`src/rtl/cordic_sincos_pkg.sv`:
```
// Shared definitions for the cordic_sincos block: Q18 angle constants,
// the arctangent table used by the micro-rotations and the FSM state type.
package cordic_pkg;

   // Q18 angle constants (1.0 rad = 262144)
   localparam int PI      = 32'sd823550;
   localparam int HALF_PI = 32'sd411775;
   localparam int TWO_PI  = 32'sd1647099;

   // Pre-scaled CORDIC gain 1/K so the rotated vector lands on the unit circle
   localparam int K_GAIN  = 32'sd159189;

   typedef enum logic [1:0] {
      IDLE   = 2'd0,
      PREP   = 2'd1,
      ROTATE = 2'd2,
      DONE   = 2'd3
   } state_t;

   // atan(2**-idx) in Q18; entries past 19 are never used and read as zero
   function automatic logic signed [31:0] atan_lut(input logic [4:0] idx);
      logic signed [31:0] val;
      case (idx)
         5'd0:    val = 32'sd205887;
         5'd1:    val = 32'sd121543;
         5'd2:    val = 32'sd64220;
         5'd3:    val = 32'sd32599;
         5'd4:    val = 32'sd16363;
         5'd5:    val = 32'sd8189;
         5'd6:    val = 32'sd4096;
         5'd7:    val = 32'sd2048;
         5'd8:    val = 32'sd1024;
         5'd9:    val = 32'sd512;
         5'd10:   val = 32'sd256;
         5'd11:   val = 32'sd128;
         5'd12:   val = 32'sd64;
         5'd13:   val = 32'sd32;
         5'd14:   val = 32'sd16;
         5'd15:   val = 32'sd8;
         5'd16:   val = 32'sd4;
         5'd17:   val = 32'sd2;
         5'd18:   val = 32'sd1;
         5'd19:   val = 32'sd0;
         default: val = 32'sd0;
      endcase
      return val;
   endfunction

endpackage

```
`src/rtl/cordic_sincos_if.sv`:
```
// Start/valid handshake and result bus of the cordic_sincos block.
// master: the angle source (drives start/theta_in); slave: the converter.
interface cordic_sincos_if #(
   parameter int N = 32
);
   logic                start;
   logic signed [N-1:0] theta_in;
   logic                ready;
   logic                valid;
   logic signed [N-1:0] ctheta;
   logic signed [N-1:0] stheta;

   modport master (
      output start,
      output theta_in,
      input  ready,
      input  valid,
      input  ctheta,
      input  stheta
   );

   modport slave (
      input  start,
      input  theta_in,
      output ready,
      output valid,
      output ctheta,
      output stheta
   );
endinterface

```
`src/rtl/cordic_stage.sv`:
```
// One combinational CORDIC micro-rotation in rotation mode. The rotation
// direction follows the sign of the residual angle z (z >= 0 rotates +1).
// Shifts are arithmetic and truncate toward minus infinity.
module cordic_stage
   import cordic_pkg::*;
#(
   parameter int W = 34
) (
   input  logic signed [W-1:0] x,
   input  logic signed [W-1:0] y,
   input  logic signed [W-1:0] z,
   input  logic        [4:0]   i,
   output logic signed [W-1:0] x_next,
   output logic signed [W-1:0] y_next,
   output logic signed [W-1:0] z_next
);

   logic signed [W-1:0] x_sh_s;
   logic signed [W-1:0] y_sh_s;
   logic signed [W-1:0] atan_s;

   // Shift-and-add rotation by +/- atan(2**-i)
   always_comb begin
      x_sh_s = x >>> i;
      y_sh_s = y >>> i;
      atan_s = W'(atan_lut(i));
      if (z[W-1] == 1'b0) begin
         x_next = x - y_sh_s;
         y_next = y + x_sh_s;
         z_next = z - atan_s;
      end else begin
         x_next = x + y_sh_s;
         y_next = y - x_sh_s;
         z_next = z + atan_s;
      end
   end

endmodule

```
`src/rtl/cordic_sincos.sv`:
```
// Iterative rotation-mode CORDIC producing Q18 cos/sin of a Q18 angle.
// One conversion takes ITER+2 cycles from the accepting edge to the valid
// pulse; the last result is held between conversions.
// Optional build macro: SINCOS_SATURATE_EN clamps both outputs to [-1.0, +1.0].
module cordic_sincos
   import cordic_pkg::*;
#(
   parameter int N    = 32,
   parameter int Q    = 18,
   parameter int ITER = 16
) (
   input logic            clk,
   input logic            reset,
   cordic_sincos_if.slave bus
);

   // Two guard bits absorb the CORDIC gain growth and the unwrapped input range
   localparam int W = N + 2;

   localparam logic signed [W-1:0] PI_W      = W'(PI);
   localparam logic signed [W-1:0] HALF_PI_W = W'(HALF_PI);
   localparam logic signed [W-1:0] TWO_PI_W  = W'(TWO_PI);
   localparam logic signed [W-1:0] K_W       = W'(K_GAIN);
   localparam logic signed [N-1:0] ONE_N     = N'(64'sd1 << Q);
   localparam logic        [4:0]   LAST_I    = 5'(ITER - 1);

   state_t              state_r;
   state_t              next_state_s;

   logic signed [W-1:0] x_r;
   logic signed [W-1:0] y_r;
   logic signed [W-1:0] z_r;
   logic        [4:0]   i_r;
   logic                neg_r;

   logic signed [W-1:0] x_nx_s;
   logic signed [W-1:0] y_nx_s;
   logic signed [W-1:0] z_nx_s;

   logic signed [W-1:0] z_wrap_s;
   logic signed [W-1:0] z_fold_s;
   logic                neg_fold_s;
   logic                accept_s;

   logic signed [N-1:0] cos_s;
   logic signed [N-1:0] sin_s;

   logic                ready_r;
   logic                valid_r;
   logic signed [N-1:0] ctheta_r;
   logic signed [N-1:0] stheta_r;

   // Clamp a Q18 value to the closed unit interval
   function automatic logic signed [N-1:0] clamp_unit(input logic signed [N-1:0] v);
      logic signed [N-1:0] r;
      if (v > ONE_N) begin
         r = ONE_N;
      end else if (v < -ONE_N) begin
         r = -ONE_N;
      end else begin
         r = v;
      end
      return r;
   endfunction

   cordic_stage #(
      .W (W)
   ) u_stage (
      .x      (x_r),
      .y      (y_r),
      .z      (z_r),
      .i      (i_r),
      .x_next (x_nx_s),
      .y_next (y_nx_s),
      .z_next (z_nx_s)
   );

   // A new angle is taken only while the block reports ready (IDLE or DONE)
   always_comb begin
      accept_s = 1'b0;
      if (bus.start && ((state_r == IDLE) || (state_r == DONE))) begin
         accept_s = 1'b1;
      end else begin
         accept_s = 1'b0;
      end
   end

   // Range reduction: one 2*pi wrap, then fold into [-pi/2, pi/2] and remember the sign flip
   always_comb begin
      z_wrap_s   = z_r;
      z_fold_s   = z_r;
      neg_fold_s = 1'b0;
      if (z_r > PI_W) begin
         z_wrap_s = z_r - TWO_PI_W;
      end else if (z_r < -PI_W) begin
         z_wrap_s = z_r + TWO_PI_W;
      end else begin
         z_wrap_s = z_r;
      end
      if (z_wrap_s > HALF_PI_W) begin
         z_fold_s   = z_wrap_s - PI_W;
         neg_fold_s = 1'b1;
      end else if (z_wrap_s < -HALF_PI_W) begin
         z_fold_s   = z_wrap_s + PI_W;
         neg_fold_s = 1'b1;
      end else begin
         z_fold_s   = z_wrap_s;
         neg_fold_s = 1'b0;
      end
   end

   // Next-state decode of the conversion sequencer
   always_comb begin
      next_state_s = state_r;
      case (state_r)
         IDLE: begin
            if (bus.start) begin
               next_state_s = PREP;
            end else begin
               next_state_s = IDLE;
            end
         end
         PREP: begin
            next_state_s = ROTATE;
         end
         ROTATE: begin
            if (i_r == LAST_I) begin
               next_state_s = DONE;
            end else begin
               next_state_s = ROTATE;
            end
         end
         DONE: begin
            if (bus.start) begin
               next_state_s = PREP;
            end else begin
               next_state_s = IDLE;
            end
         end
         default: begin
            next_state_s = IDLE;
         end
      endcase
   end

   // State register
   always_ff @(posedge clk) begin
      if (reset) begin
         state_r <= IDLE;
      end else begin
         state_r <= next_state_s;
      end
   end

   // x/y/z datapath: capture angle, reduce it, then one micro-rotation per cycle
   always_ff @(posedge clk) begin
      if (reset) begin
         x_r   <= '0;
         y_r   <= '0;
         z_r   <= '0;
         i_r   <= 5'd0;
         neg_r <= 1'b0;
      end else begin
         case (state_r)
            IDLE, DONE: begin
               if (accept_s) begin
                  z_r <= W'(bus.theta_in);
               end else begin
                  z_r <= z_r;
               end
            end
            PREP: begin
               z_r   <= z_fold_s;
               neg_r <= neg_fold_s;
               x_r   <= K_W;
               y_r   <= '0;
               i_r   <= 5'd0;
            end
            ROTATE: begin
               x_r <= x_nx_s;
               y_r <= y_nx_s;
               z_r <= z_nx_s;
               i_r <= i_r + 5'd1;
            end
            default: begin
               z_r <= z_r;
            end
         endcase
      end
   end

   // Undo the quadrant fold and optionally clamp before the output register
   always_comb begin
      cos_s = x_r[N-1:0];
      sin_s = y_r[N-1:0];
      if (neg_r) begin
         cos_s = -x_r[N-1:0];
         sin_s = -y_r[N-1:0];
      end else begin
         cos_s = x_r[N-1:0];
         sin_s = y_r[N-1:0];
      end
`ifdef SINCOS_SATURATE_EN
      cos_s = clamp_unit(cos_s);
      sin_s = clamp_unit(sin_s);
`endif
   end

   // Result registers: updated only on leaving DONE, held otherwise
   always_ff @(posedge clk) begin
      if (reset) begin
         ctheta_r <= ONE_N;
         stheta_r <= '0;
         valid_r  <= 1'b0;
      end else if (state_r == DONE) begin
         ctheta_r <= cos_s;
         stheta_r <= sin_s;
         valid_r  <= 1'b1;
      end else begin
         valid_r  <= 1'b0;
      end
   end

   // ready is registered from the upcoming state so it lines up with state_r
   always_ff @(posedge clk) begin
      if (reset) begin
         ready_r <= 1'b1;
      end else begin
         ready_r <= (next_state_s == IDLE) || (next_state_s == DONE);
      end
   end

   assign bus.ready  = ready_r;
   assign bus.valid  = valid_r;
   assign bus.ctheta = ctheta_r;
   assign bus.stheta = stheta_r;

endmodule

```
`src/flat_wrapper.sv`:
```
// flat-port wrapper written by rule: the top's interface ports become plain ports
module cordic_sincos_flat import cordic_pkg::*;
#(
   parameter int N    = 32,
   parameter int Q    = 18,
   parameter int ITER = 16
)
  (clk, reset, bus_start, bus_theta_in, bus_ready, bus_valid, bus_ctheta, bus_stheta);
  cordic_sincos_if #(.N(N)) bus_i ();
  input logic clk;
  input logic reset;
  input wire logic [$bits(bus_i.start)-1:0] bus_start;
  input wire logic [$bits(bus_i.theta_in)-1:0] bus_theta_in;
  output wire logic [$bits(bus_i.ready)-1:0] bus_ready;
  output wire logic [$bits(bus_i.valid)-1:0] bus_valid;
  output wire logic [$bits(bus_i.ctheta)-1:0] bus_ctheta;
  output wire logic [$bits(bus_i.stheta)-1:0] bus_stheta;
  assign bus_i.start = bus_start;
  assign bus_i.theta_in = bus_theta_in;
  assign bus_ready = bus_i.ready;
  assign bus_valid = bus_i.valid;
  assign bus_ctheta = bus_i.ctheta;
  assign bus_stheta = bus_i.stheta;
  cordic_sincos #(.N(N), .Q(Q), .ITER(ITER)) u_core (.clk(clk), .reset(reset), .bus(bus_i));
endmodule
```
`config.mk`:
```
export PLATFORM = sky130hd
export DESIGN_NAME = cordic_sincos_flat
export DESIGN_NICKNAME = d
export VERILOG_FILES = /design/src/rtl/cordic_sincos_pkg.sv /design/src/rtl/cordic_sincos_if.sv /design/src/rtl/cordic_stage.sv /design/src/rtl/cordic_sincos.sv /design/src/flat_wrapper.sv
export SDC_FILE = /design/constraint.sdc
export NUM_CORES = 1
export LEC_CHECK = 0
export BUFFER_PORTS_ARGS = -buffer_cell sky130_fd_sc_hd__clkbuf_2
export CELL_PAD_IN_SITES_DETAIL_PLACEMENT = 2
export CELL_PAD_IN_SITES_GLOBAL_PLACEMENT = 2
export CORE_AREA = 8 8 249 251
export CTS_BUF_LIST = sky130_fd_sc_hd__clkbuf_8
export CTS_CLUSTER_DIAMETER = 120
export DETAILED_ROUTE_END_ITERATION = 7
export DIE_AREA = 0 0 257 259
export PLACE_DENSITY_LB_ADDON = 0.08
export SYNTH_ARGS = -nofsm -noshare
export SYNTH_HDL_FRONTEND = slang
export SYNTH_SLANG_ARGS = --single-unit
```
`constraint.sdc`:
```
create_clock -name clk -period 8.36 [get_ports clk]
set_input_delay 0.836 -clock clk [delete_from_list [all_inputs] [get_ports clk]]
set_output_delay 0.836 -clock clk [all_outputs]
set_load 0.01 [all_outputs]
```
==> results of run 1 <==
[per-stage QoR]
step	power, uW	instances
floorplan	3370	2795
CTS	4960	3544
detailed placement	4270	3512
finish	4970	3546
global route	5270	3545
global placement	4170	3512
[Yosys cell counts, types with 25 or more instances]
cell,number,share of area (%)
a211oi_1,88,3.0
a21o_1,45,1.5
a21oi_1,204,4.6
a22oi_1,32,1.1
a31oi_1,36,1.0
and3_1,25,0.70
buf_1,38,0.64
clkbuf_1,126,2.1
dfxtp_1,194,17
ha_1,120,6.7
inv_1,98,1.6
mux2i_1,57,2.6
mux4_2,99,10
nand2_1,205,3.4
nand2b_1,30,0.84
nand3_1,39,0.87
nor2_1,315,5.3
nor2b_1,27,0.76
nor3_1,70,1.6
o21a_1,39,1.3
o21ai_0,140,3.1
o31ai_1,32,1.1
xnor2_1,131,5.1
xor2_1,144,5.6
[metal layers]
| layer | track usage (%) | routed length [um] | up-vias |
|---|---|---|---|
| met3 | 3.22 | 4700 | 153 |
| met1 | 39.2 | 45300 | 11821 |
| met5 | 0 | 0 | - |
| met2 | 46.2 | 45100 | 653 |
| li1 | - | - | 10292 |
| met4 | 9.90 | 2760 | 0 |
[power by group]
part,internal (uW),switching (uW),total (uW)
Sequential,984,196,1180
Clock,221,436,658
Combinational,1150,1980,3140
[registers in the layout, indices dropped and copies added (netlist names), 2 cells and up]
name and cells:
u_core.x_r 34, u_core.y_r 34, u_core.z_r 34, u_core.bus.ctheta 32, u_core.bus.stheta 32, u_core.u_stage.atan_s 18, u_core.i_r 5, u_core.state_r 2
[worst min path at each step]
| stage | depth (start not counted) | to | startpoint |
|---|---|---|---|
| after floorplan | 2 | u_core.x_r[32] | u_core.x_r[32] |
| after global placement | 2 | u_core.bus.ctheta[5] | u_core.bus.ctheta[5] |
| after detailed placement | 2 | u_core.bus.stheta[14] | u_core.bus.stheta[14] |
| after CTS | 2 | u_core.z_r[4] | reset |
| after global routing | 2 | u_core.z_r[4] | reset |
| final | 2 | u_core.bus.stheta[14] | u_core.bus.stheta[14] |
[area by class of cell]
cell class                      instances  area share (%)
Clock buffer                           17           0.987
Clock inverter                         15           0.596
Sequential cell                       194            16.4
Tap cell                              773            4.08
Timing Repair Buffer                  144            3.51
Inverter                              102            1.61
Antenna cell                            2          0.0211
Multi-Input combinational cell       2299            72.8
[logic make-up (layout without fill, tap and decap cells)]
logic type / after synthesis / after routing / synth area share [%]
other: 0 / 2 / 0
DFF: 194 / 194 / 17.4
AOI/OAI and AO/OA: 846 / 846 / 26.0
and+or+nand+nor: 873 / 873 / 19.3
muxes: 178 / 178 / 13.6
adders and majority gates: 123 / 123 / 6.99
buffers and inverters: 302 / 278 / 5.61
xor gates and xnor gates: 279 / 279 / 11.1
[worst max-delay path, stage by stage (launching register included)]
cell       delay, ps
dfxtp_4         1030
buf_4            410
mux4_2           590
mux4_2           510
nor3_1           230
a31oi_1          100
nor3b_1          290
nor2b_1          220
and3b_1          250
nand2_1           70
o21ai_0          200
xor2_1           100
ha_1             260
a211oi_1         270
o21a_1           190
inv_1             50
o31ai_1          570
o31a_1           250
a21o_1           190
a21oi_1          110
a2111oi_0        470
nor2_1           160
o41ai_1          380
xnor2_1          180
o22ai_1          100
==> qor.csv, run 1 <==
stage,metric,value,unit
outcome,status,completed,
worst_hold_path,Hold Crit Class,reg2reg,
worst_setup_path,CP startpoint kind,register,
logic_synthesis,"Avg Cell Area, Syn",7.99,sq um
floorplan,Initial Util,38.3,%
drt,drt via density,6.46,
drt,total number of vias,22919,
sta,skew final,21.1,ps
final_layout,design area,23700,sq um
worst_setup_path,CP Max Fanout,61,
floorplan,number of I/O pins,101,
logic_synthesis,Mapped Area,22300,sq um
drt,Initial DRC Count,1486,
clocking,clock slew seen by the registers of the worst setup and hold paths,120,ps
worst_setup_path,worst r2r dst,u_core.y_r[33],
flow_run,Max Cap Viol,0,
placement,PortBufs,100,
global_routing,initial antenna violation count,3,
worst_setup_path,CP startpoint,u_core.i_r[0],
sta,Final Cycle Share,87.8,%
sta,Slew Limit Fails,0,
placement,routability cong.,0.917,
sta,setup TNS,0,ps
drt,routed len/inst,27.6,um
logic_synthesis,number of synthesized flops with an enable pin,0,
clocking,H-tree depth,4,
worst_setup_path,reg2reg start,u_core.i_r[0],
final_layout,"commonest non-fill, non-tap cells in the layout","nor2_1 (313), nand2_1 (205), a21oi_1 (204)",
final_layout,Final #Nets,2916,
final_layout,FF+latch area,3900,sq um
worst_setup_path,cells on worst reg2reg path,24,
floorplan,core area,58200,sq um
final_layout,Area Growth Syn to Fin,6.19,%
worst_setup_path,worst setup path category,reg2reg,
clocking,Clock Path Buffers,2,
clocking,cts bufs inserted,17,
logic_synthesis,sequential fraction of the synthesis area,17.4,%
drt,antenna-violating nets left,0,
sta,Max transition margin,14.0,%
worst_setup_path,CP endpoint kind,register,
final_layout,multi-input logic area,17300,sq um
worst_setup_path,CP Data Required Time,8840,ps
drt,Pre-Repair DR Iteration Count,5,
drt,drc violations,0,
final_layout,"most common cell after layout, fill and taps aside",nor2_1,
global_routing,Total GRT Usage,28.6,%
sta,Worst-Margin Slew,1290,ps
sta,RSZ-0062 raised after global routing,no,
power_and_ir_drop,PwrDens,210,nW/um^2
sta,Max Clock Freq,0.136,GHz
floorplan,# rows,89,
final_layout,final core occ,40.7,%
floorplan,chip height,259,um
placement,dpl cell area,23300,sq um
worst_setup_path,Critical Path AT,7820,ps
clocking,Skew-Pair Late Insertion Delay,600,ps
clocking,CTS tree,built,
drt,total wire length,97800,um
logic_synthesis,"Net Count, Synth",2953,
power_and_ir_drop,worst IR drop on VDD,0.000127,V
logic_synthesis,Yosys Warn Count,0,
global_routing,first-pass GRT wire length,150000,um
logic_synthesis,count of cell types in the netlist,117,
logic_synthesis,Cells after Synth,2795,
clocking,postcts setup bufs,0,
final_layout,fillers,6695,
sta,Final Worst Setup Slack,1020,ps
floorplan,Die ar.,66600,sq um
floorplan,die span in x,257,um
global_routing,grt total ovfl,0,
global_routing,largest net degree at the start of global routing,97,
clocking,CTS Sinks,194,
sta,Final Hold Viols,0,
logic_synthesis,number of synthesized register bits,194,
final_layout,share of cells above drive strength 1,13.8,%
global_routing,vias in the first global route,24054,
placement,HPWL Detailed,75400,um
worst_setup_path,Worst setup endpoint,u_core.y_r[33],
placement,pre-CTS setup slack,1210,ps
clocking,hold-fix buffers at CTS,0,
clocking,CTS Root Cell,clkbuf_8,
logic_synthesis,prevailing post-synth register cell,dfxtp_1,
clocking,# resized after CTS,0,
sta,Final Setup Violations,0,
worst_setup_path,R2R Setup Slk,1020,ps
logic_synthesis,Synth async-reset ratio,0,%
sta,Tmin final,7340,ps
sta,Hold WS,497,ps
power_and_ir_drop,P_leak,0.00920,uW
Note: power is estimated with default switching activity, not from simulation.
==> run 2, diff against run 1 <==
Settings changed: CORE_AREA 8 8 249 251 to 8 8 190 328, DIE_AREA 0 0 257 259 to 0 0 198 336, GPL_TIMING_DRIVEN set to 1.
==> qor.csv, run 2 (same netlist as run 1, synthesis figures left out) <==
stage,metric,value,unit,change
clocking,H-tree depth,4,,unchanged
drt,Pre-Repair DR Iteration Count,5,,unchanged
floorplan,number of I/O pins,101,,unchanged
floorplan,die span in x,198,um,was 257 um
clocking,cts bufs inserted,17,,unchanged
power_and_ir_drop,switching power,2590,uW,was 2610 uW
worst_setup_path,CP startpoint kind,register,,unchanged
placement,PortBufs,100,,unchanged
placement,HPWL Detailed,81800,um,was 75400 um
worst_setup_path,Critical Path AT,7610,ps,was 7820 ps
sta,Worst-Margin Slew,1240,ps,was 1290 ps
drt,routed len/inst,28.9,um,was 27.6 um
drt,Initial DRC Count,967,,was 1486
floorplan,Initial Util,38.6,%,was 38.3%
global_routing,grt total ovfl,0,,unchanged
sta,Final Setup Violations,0,,unchanged
final_layout,Final #Nets,2907,,was 2916
global_routing,vias in the first global route,25356,,was 24054
floorplan,# rows,117,,was 89
sta,Tmin final,7150,ps,was 7340 ps
placement,pre-CTS setup slack,1340,ps,was 1210 ps
drt,antenna-violating nets left,0,,unchanged
drt,total wire length,102000,um,was 97800 um
global_routing,initial antenna violation count,1,,was 3
worst_setup_path,CP endpoint kind,register,,unchanged
global_routing,largest net degree at the start of global routing,94,,was 97
floorplan,chip height,336,um,was 259 um
power_and_ir_drop,Sw Share,52.2,%,was 52.6%
power_and_ir_drop,PwrDens,209,nW/um^2,was 210 nW/um^2
sta,setup TNS,0,ps,unchanged
global_routing,Total GRT Usage,30.5,%,was 28.6%
floorplan,core area,57800,sq um,was 58200 sq um
drt,total number of vias,22780,,was 22919
clocking,Clock Path Buffers,2,,unchanged
final_layout,"most common cell after layout, fill and taps aside",nor2_1,,unchanged
final_layout,Layout Cells excl Fill,3535,,was 3546
placement,DP Cell Count,3503,,was 3512
power_and_ir_drop,Int Pwr,2370,uW,was 2360 uW
worst_setup_path,CP Data Required Time,8820,ps,was 8840 ps
drt,drc violations,0,,unchanged
power_and_ir_drop,clock power share,13.7,%,was 13.2%
sta,Final Hold Viols,0,,unchanged
sta,Final Worst Setup Slack,1210,ps,was 1020 ps
clocking,clock slew seen by the registers of the worst setup and hold paths,120,ps,about the same
sta,Max transition margin,16.8,%,was 14.0%
sta,Max Clock Freq,0.140,GHz,was 0.136 GHz
flow_run,Max Cap Viol,0,,unchanged
final_layout,Area Growth Syn to Fin,6.06,%,was 6.19%
power_and_ir_drop,register share of total power,23.8,%,was 23.7%
placement,routability cong.,0.968,,was 0.917
clocking,# resized after CTS,0,,unchanged
clocking,CTS Root Cell,clkbuf_8,,unchanged
sta,skew final,22.7,ps,was 21.1 ps
final_layout,design area,23700,sq um,about the same
sta,Final Cycle Share,85.5,%,was 87.8%
worst_setup_path,worst setup path category,reg2reg,,unchanged
clocking,postcts setup bufs,0,,unchanged
final_layout,share of cells above drive strength 1,13.5,%,was 13.8%
sta,Slew Limit Fails,0,,unchanged
outcome,status,completed,,unchanged
clocking,CTS Sinks,194,,unchanged
power_and_ir_drop,Comb power frac,62.6,%,was 63.1%
worst_hold_path,Hold Crit Class,reg2reg,,unchanged
clocking,CTS tree,built,,unchanged
sta,Hold WS,499,ps,was 497 ps
global_routing,first-pass GRT wire length,154000,um,was 150000 um
sta,RSZ-0062 raised after global routing,no,,unchanged
final_layout,Largest regs,"u_core.x_r (34), u_core.y_r (34), u_core.z_r (34)",,unchanged
clocking,Skew-Pair Late Insertion Delay,580,ps,was 600 ps
power_and_ir_drop,P_leak,0.00915,uW,was 0.00920 uW
drt,drt via density,6.44,,was 6.46
power_and_ir_drop,worst IR drop on VDD,0.000140,V,was 0.000127 V
floorplan,Die ar.,66500,sq um,was 66600 sq um
placement,dpl cell area,23300,sq um,about the same
worst_setup_path,CP Max Fanout,40,,was 61
clocking,hold-fix buffers at CTS,0,,unchanged
final_layout,"commonest non-fill, non-tap cells in the layout","nor2_1 (313), nand2_1 (205), a21oi_1 (204)",,unchanged
run 2: final timing paths:
check / start / end / slack (ps) / depth (start not counted)
setup reg to reg: u_core.i_r[0] / u_core.x_r[33] / 1210 / 25
hold / removal: u_core.bus.ctheta[27] / u_core.bus.ctheta[27] / 500 / 2
hold reg to reg: u_core.bus.ctheta[27] / u_core.bus.ctheta[27] / 500 / 2
setup / recovery: u_core.i_r[0] / u_core.x_r[33] / 1210 / 25
run 2: power groups by stage:
stage | logic (uW) | clock network, uW | registers, uW
detailed placement | 3080 | 0 | 1200
finish | 3100 | 679 | 1180
global placement | 2970 | 0 | 1190
floorplan | 2310 | 0 | 1060
CTS | 3090 | 704 | 1170
global route | 3350 | 730 | 1190
run 2: worst max-delay path, stage by stage (launching register included):
cell and delay [ps]:
dfxtp_4 810, buf_12 330, mux4_2 590, mux4_2 520, nor3_1 240, a31oi_1 120, nor3_1 380, and3_1 270
nand2_1 110, nor2_1 180, a21oi_1 120, xnor2_1 170, ha_1 330, nand2_1 60, nor2_1 200, nand2_1 120
nor4_1 520, nor3_1 180, nor3_1 400, o31ai_1 190, o211ai_1 380, a31oi_1 170, o21bai_1 190, a21oi_1 110
xnor2_1 170, o22ai_1 90
run 2: layer usage:
metal	up-vias	global-route usage [%]	part of all wire, %
li1	10278	-	-
met1	11569	27.0	33
met2	597	60.1	56
met3	336	3.04	2.4
met4	0	25.3	9.5
met5	-	0	0
run 2: cell type report:
class	instances	area (sq um)
fillers	6776	34100
multi-input cells	2299	17200
flip-flops and latches	194	3900
well taps	773	967
repair buffers	135	803
inverters	102	383
clock buffers	18	248
clock inverters	13	140
diodes	1	2.50
run 2: metrics by stage:
step	total power, uW	utilization [%]
after floorplan	3370	-
after global placement	4160	40.3
after detailed placement	4270	40.3
after CTS	4970	41.0
after global routing	5270	41.0
final	4960	41.0
==> run 3, diff against run 2 <==
Settings changed: ABC_AREA set to 1, CORE_AREA 8 8 190 328 to 8 8 220 380, DIE_AREA 0 0 198 336 to 0 0 228 388.
==> qor.csv, run 3 <==
stage,metric,value,unit,change
final_layout,share of cells above drive strength 1,7.17,%,was 13.5%
worst_setup_path,CP top delay family,compound AO/OA/AOI/OAI gates,,was simple AND/OR/NAND/NOR gates
final_layout,"commonest non-fill, non-tap cells in the layout","nand2_1 (1492), nor2_1 (481), inv_1 (477)",,"was nor2_1 (313), nand2_1 (205), a21oi_1 (204)"
clocking,Clock Path Buffers,2,,unchanged
final_layout,"most common cell after layout, fill and taps aside",nand2_1,,was nor2_1
worst_setup_path,CP Data Required Time,8900,ps,was 8820 ps
global_routing,vias in the first global route,35937,,was 25356
worst_setup_path,slowest cell delay on critical path,690,ps,was 810 ps
drt,drt via density,5.72,,was 6.44
final_layout,Layout Cells excl Fill,5792,,was 3535
clocking,CTS Sinks,194,,unchanged
worst_setup_path,R2R Setup Slk,1510,ps,was 1210 ps
drt,total wire length,157000,um,was 102000 um
logic_synthesis,Adder-Cell Fraction of Synth Area,5.93,%,was 6.99%
logic_synthesis,Synth async-reset ratio,0,%,unchanged
logic_synthesis,commonest cells in the synthesized netlist,"nand2_1 (1492), nor2_1 (482), inv_1 (481), o21ai_0 (439), a21oi_1 (377)",,"was nor2_1 (315), nand2_1 (205), a21oi_1 (204), dfxtp_1 (194), xor2_1 (144)"
worst_setup_path,CP endpoint kind,register,,unchanged
floorplan,chip height,388,um,was 336 um
logic_synthesis,Cells after Synth,4771,,was 2795
worst_hold_path,HP Start,u_core.bus.stheta[27],,was u_core.bus.ctheta[27]
clocking,H-tree depth,4,,unchanged
drt,drc violations,0,,unchanged
worst_setup_path,cells on worst reg2reg path,28,,was 25
clocking,postcts setup bufs,0,,unchanged
clocking,Skew-Pair Late Insertion Delay,630,ps,was 580 ps
logic_synthesis,Post-Synth XOR/XNOR Area,6.05,%,was 11.1%
global_routing,initial antenna violation count,7,,was 1
drt,Top Metal Used,met4,,unchanged
global_routing,Total GRT Usage,34.1,%,was 30.5%
worst_setup_path,CP Max Fanout,55,,was 40
placement,dpl cell area,27600,sq um,was 23300 sq um
clocking,hold-fix buffers at CTS,0,,unchanged
drt,antenna-violating nets left,0,,unchanged
clocking,cts bufs inserted,17,,unchanged
logic_synthesis,prevailing post-synth register cell,dfxtp_1,,unchanged
drt,total number of vias,33110,,was 22780
logic_synthesis,Mapped Area,26300,sq um,was 22300 sq um
worst_setup_path,critical-path cell with the highest stage delay,a21boi_0,,was dfxtp_4
power_and_ir_drop,P_leak,0.0139,uW,was 0.00915 uW
worst_setup_path,Critical Path AT,7390,ps,was 7610 ps
flow_run,Max Cap Viol,0,,unchanged
worst_setup_path,worst setup path category,reg2reg,,unchanged
global_routing,first-pass GRT wire length,226000,um,was 154000 um
sta,Final Setup Violations,0,,unchanged
final_layout,fillers,10561,,was 6776
worst_hold_path,WHS Path Cells,2,,unchanged
sta,RSZ-0062 raised after global routing,no,,unchanged
floorplan,Initial Util,33.7,%,was 38.6%
logic_synthesis,sequential fraction of the synthesis area,14.7,%,was 17.4%
sta,setup TNS,0,ps,unchanged
worst_setup_path,CP most frequent cell,o21ai_0,,was nor3_1
floorplan,number of I/O pins,101,,unchanged
final_layout,Final #Nets,4898,,was 2907
logic_synthesis,Yosys Warn Count,0,,unchanged
sta,Max transition margin,24.1,%,was 16.8%
clocking,clock slew seen by the registers of the worst setup and hold paths,120,ps,about the same
worst_setup_path,worst r2r dst,u_core.y_r[28],,was u_core.x_r[33]
logic_synthesis,"Net Count, Synth",4929,,was 2953
floorplan,# rows,136,,was 117
logic_synthesis,Synth Area in Compound Gates,21.8,%,was 26.0%
logic_synthesis,simple-gate share of the synthesized area,39.2,%,was 19.3%
floorplan,die span in x,228,um,was 198 um
drt,Initial DRC Count,1308,,was 967
logic_synthesis,cell with the most instances after synthesis,nand2_1,,was nor2_1
worst_hold_path,WHS Endpoint,u_core.bus.stheta[27],,was u_core.bus.ctheta[27]
global_routing,largest net degree at the start of global routing,73,,was 94
logic_synthesis,Yosys top cell by area,nand2_1,,was dfxtp_1
final_layout,Largest regs,"u_core.x_r (34), u_core.y_r (34), u_core.z_r (34)",,unchanged
sta,Max Clock Freq,0.146,GHz,was 0.140 GHz
drt,Pre-Repair DR Iteration Count,7,,was 5
clocking,CTS Root Cell,clkbuf_8,,unchanged
outcome,status,completed,,unchanged
power_and_ir_drop,PwrDens,222,nW/um^2,was 209 nW/um^2
power_and_ir_drop,worst IR drop on VDD,0.000115,V,was 0.000140 V
worst_setup_path,reg2reg start,u_core.i_r[0],,unchanged
sta,Final Cycle Share,81.9,%,was 85.5%
power_and_ir_drop,Design Power,6200,uW,was 4960 uW
sta,Final Hold Viols,0,,unchanged
placement,routability cong.,0.984,,was 0.968
placement,HPWL Detailed,129000,um,was 81800 um
sta,Slew Limit Fails,0,,unchanged
logic_synthesis,count of cell types in the netlist,63,,was 117
logic_synthesis,Yosys top cell area share,21.3,%,was 17.4%
floorplan,Die ar.,88500,sq um,was 66500 sq um
final_layout,Area Growth Syn to Fin,6.16,%,was 6.06%
logic_synthesis,largest family of logic cells by synthesized area,simple AND/OR/NAND/NOR gates,,was compound AO/OA/AOI/OAI gates
logic_synthesis,post-synthesis mux area share,1.14,%,was 13.6%
placement,PortBufs,100,,unchanged
sta,Tmin final,6850,ps,was 7150 ps
logic_synthesis,"Avg Cell Area, Syn",5.52,sq um,was 7.99 sq um
worst_setup_path,CP Buf/Inv Count,4,,was 1
floorplan,core area,78300,sq um,was 57800 sq um
placement,pre-CTS setup slack,1540,ps,was 1340 ps
sta,Worst-Margin Slew,1130,ps,was 1240 ps
sta,skew final,33.4,ps,was 22.7 ps
drt,metal2 WL,83300,um,was 56800 um
worst_hold_path,Hold Crit Class,reg2reg,,unchanged
drt,metal3 WL,4200,um,was 2430 um
logic_synthesis,Area contributors post-synth,"nand2_1 (21%), dfxtp_1 (15%), o21ai_0 (8.3%)",,"was dfxtp_1 (17%), mux4_2 (10%), ha_1 (6.7%)"
logic_synthesis,number of synthesized flops with an enable pin,0,,unchanged
placement,DP Cell Count,5756,,was 3503
clocking,# resized after CTS,0,,unchanged
worst_setup_path,CP startpoint kind,register,,unchanged
drt,WL met1,49300,um,was 33300 um
final_layout,design area,28000,sq um,was 23700 sq um
clocking,CTS tree,built,,unchanged
sta,Final Worst Setup Slack,1510,ps,was 1210 ps
logic_synthesis,number of synthesized register bits,194,,unchanged
global_routing,grt total ovfl,0,,unchanged
drt,routed len/inst,27.0,um,was 28.9 um
[run 3: changes by cell type after synthesis, sizes merged, moves of 37 or more]
cell | before | now
xnor2 | 135 | 31
nand2 | 207 | 1519
nand4 | 22 | 66
nand3 | 40 | 266
o21ai | 153 | 493
mux4 | 99 | 0
a21oi | 207 | 393
a22oi | 38 | 1
a21o | 45 | 6
nor2 | 317 | 512
inv | 102 | 513
a211oi | 89 | 3
[run 3: worst register-to-register path: cells and delay by family, from the launching register on]
| kind | cells | cell delay [ps] |
|---|---|---|
| AND/OR/NAND/NOR | 6 | 800 |
| multiplexers | 3 | 620 |
| AO/OA/AOI/OAI | 13 | 3300 |
| buffers and inverters | 4 | 670 |
| flip-flops | 1 | 680 |
| adder cells (fa/ha/maj) | 2 | 700 |
[run 3: kinds of logic after synthesis]
logic type                 after synthesis
DFF                                    194
xor gates and xnor gates               182
adders and majority gates              123
and+or+nand+nor                       2478
buffers and inverters                  721
AOI/OAI and AO/OA                     1043
muxes                                   30
[run 3: report_power, final]
group / switching [uW] / internal, uW / total [uW] / leakage (uW)
clock network: 460 / 219 / 680 / 0.000191
logic: 3210 / 1170 / 4380 / 0.0122
registers: 157 / 982 / 1140 / 0.00158
[run 3: final cells by class]
class / count / area, sq um / area share, %
multi-input combinational: 3856 / 19600 / 69.9
sequential: 194 / 3890 / 13.9
inverter: 520 / 1950 / 6.98
tap: 1035 / 1290 / 4.63
timing repair buffer: 151 / 886 / 3.17
clock buffer: 17 / 234 / 0.837
clock inverter: 15 / 140 / 0.501
antenna: 4 / 10.0 / 0.0358
[run 3: stage by stage]
step | hold slack (ps) | utilization (%)
2_1_floorplan | 467 | -
3_3_place_gp | 465 | 35.2
3_5_place_dp | 474 | 35.2
4_1_cts | 487 | 35.7
5_1_grt | 541 | 35.7
6_report | 504 | 35.7
[run 3: worst max path at each step]
stage                              from        endpoint  slack [ps]  cells past startpoint
final                     u_core.i_r[0]  u_core.y_r[28]        1510                     28
after global routing      u_core.i_r[0]  u_core.y_r[28]         860                     28
after CTS                 u_core.i_r[0]  u_core.y_r[28]        1500                     28
after detailed placement  u_core.i_r[0]  u_core.y_r[28]        1540                     28
after global placement    u_core.i_r[0]  u_core.y_r[28]        1760                     28
after floorplan           u_core.i_r[0]  u_core.y_r[26]        3550                     29
[run 3: metal layers]
| layer | track usage (%) | vias up |
|---|---|---|
| li1 | - | 15478 |
| met2 | 66.4 | 775 |
| met4 | 36.8 | 0 |
| met3 | 4.42 | 542 |
| met1 | 27.8 | 16315 |
| met5 | 0 | - |
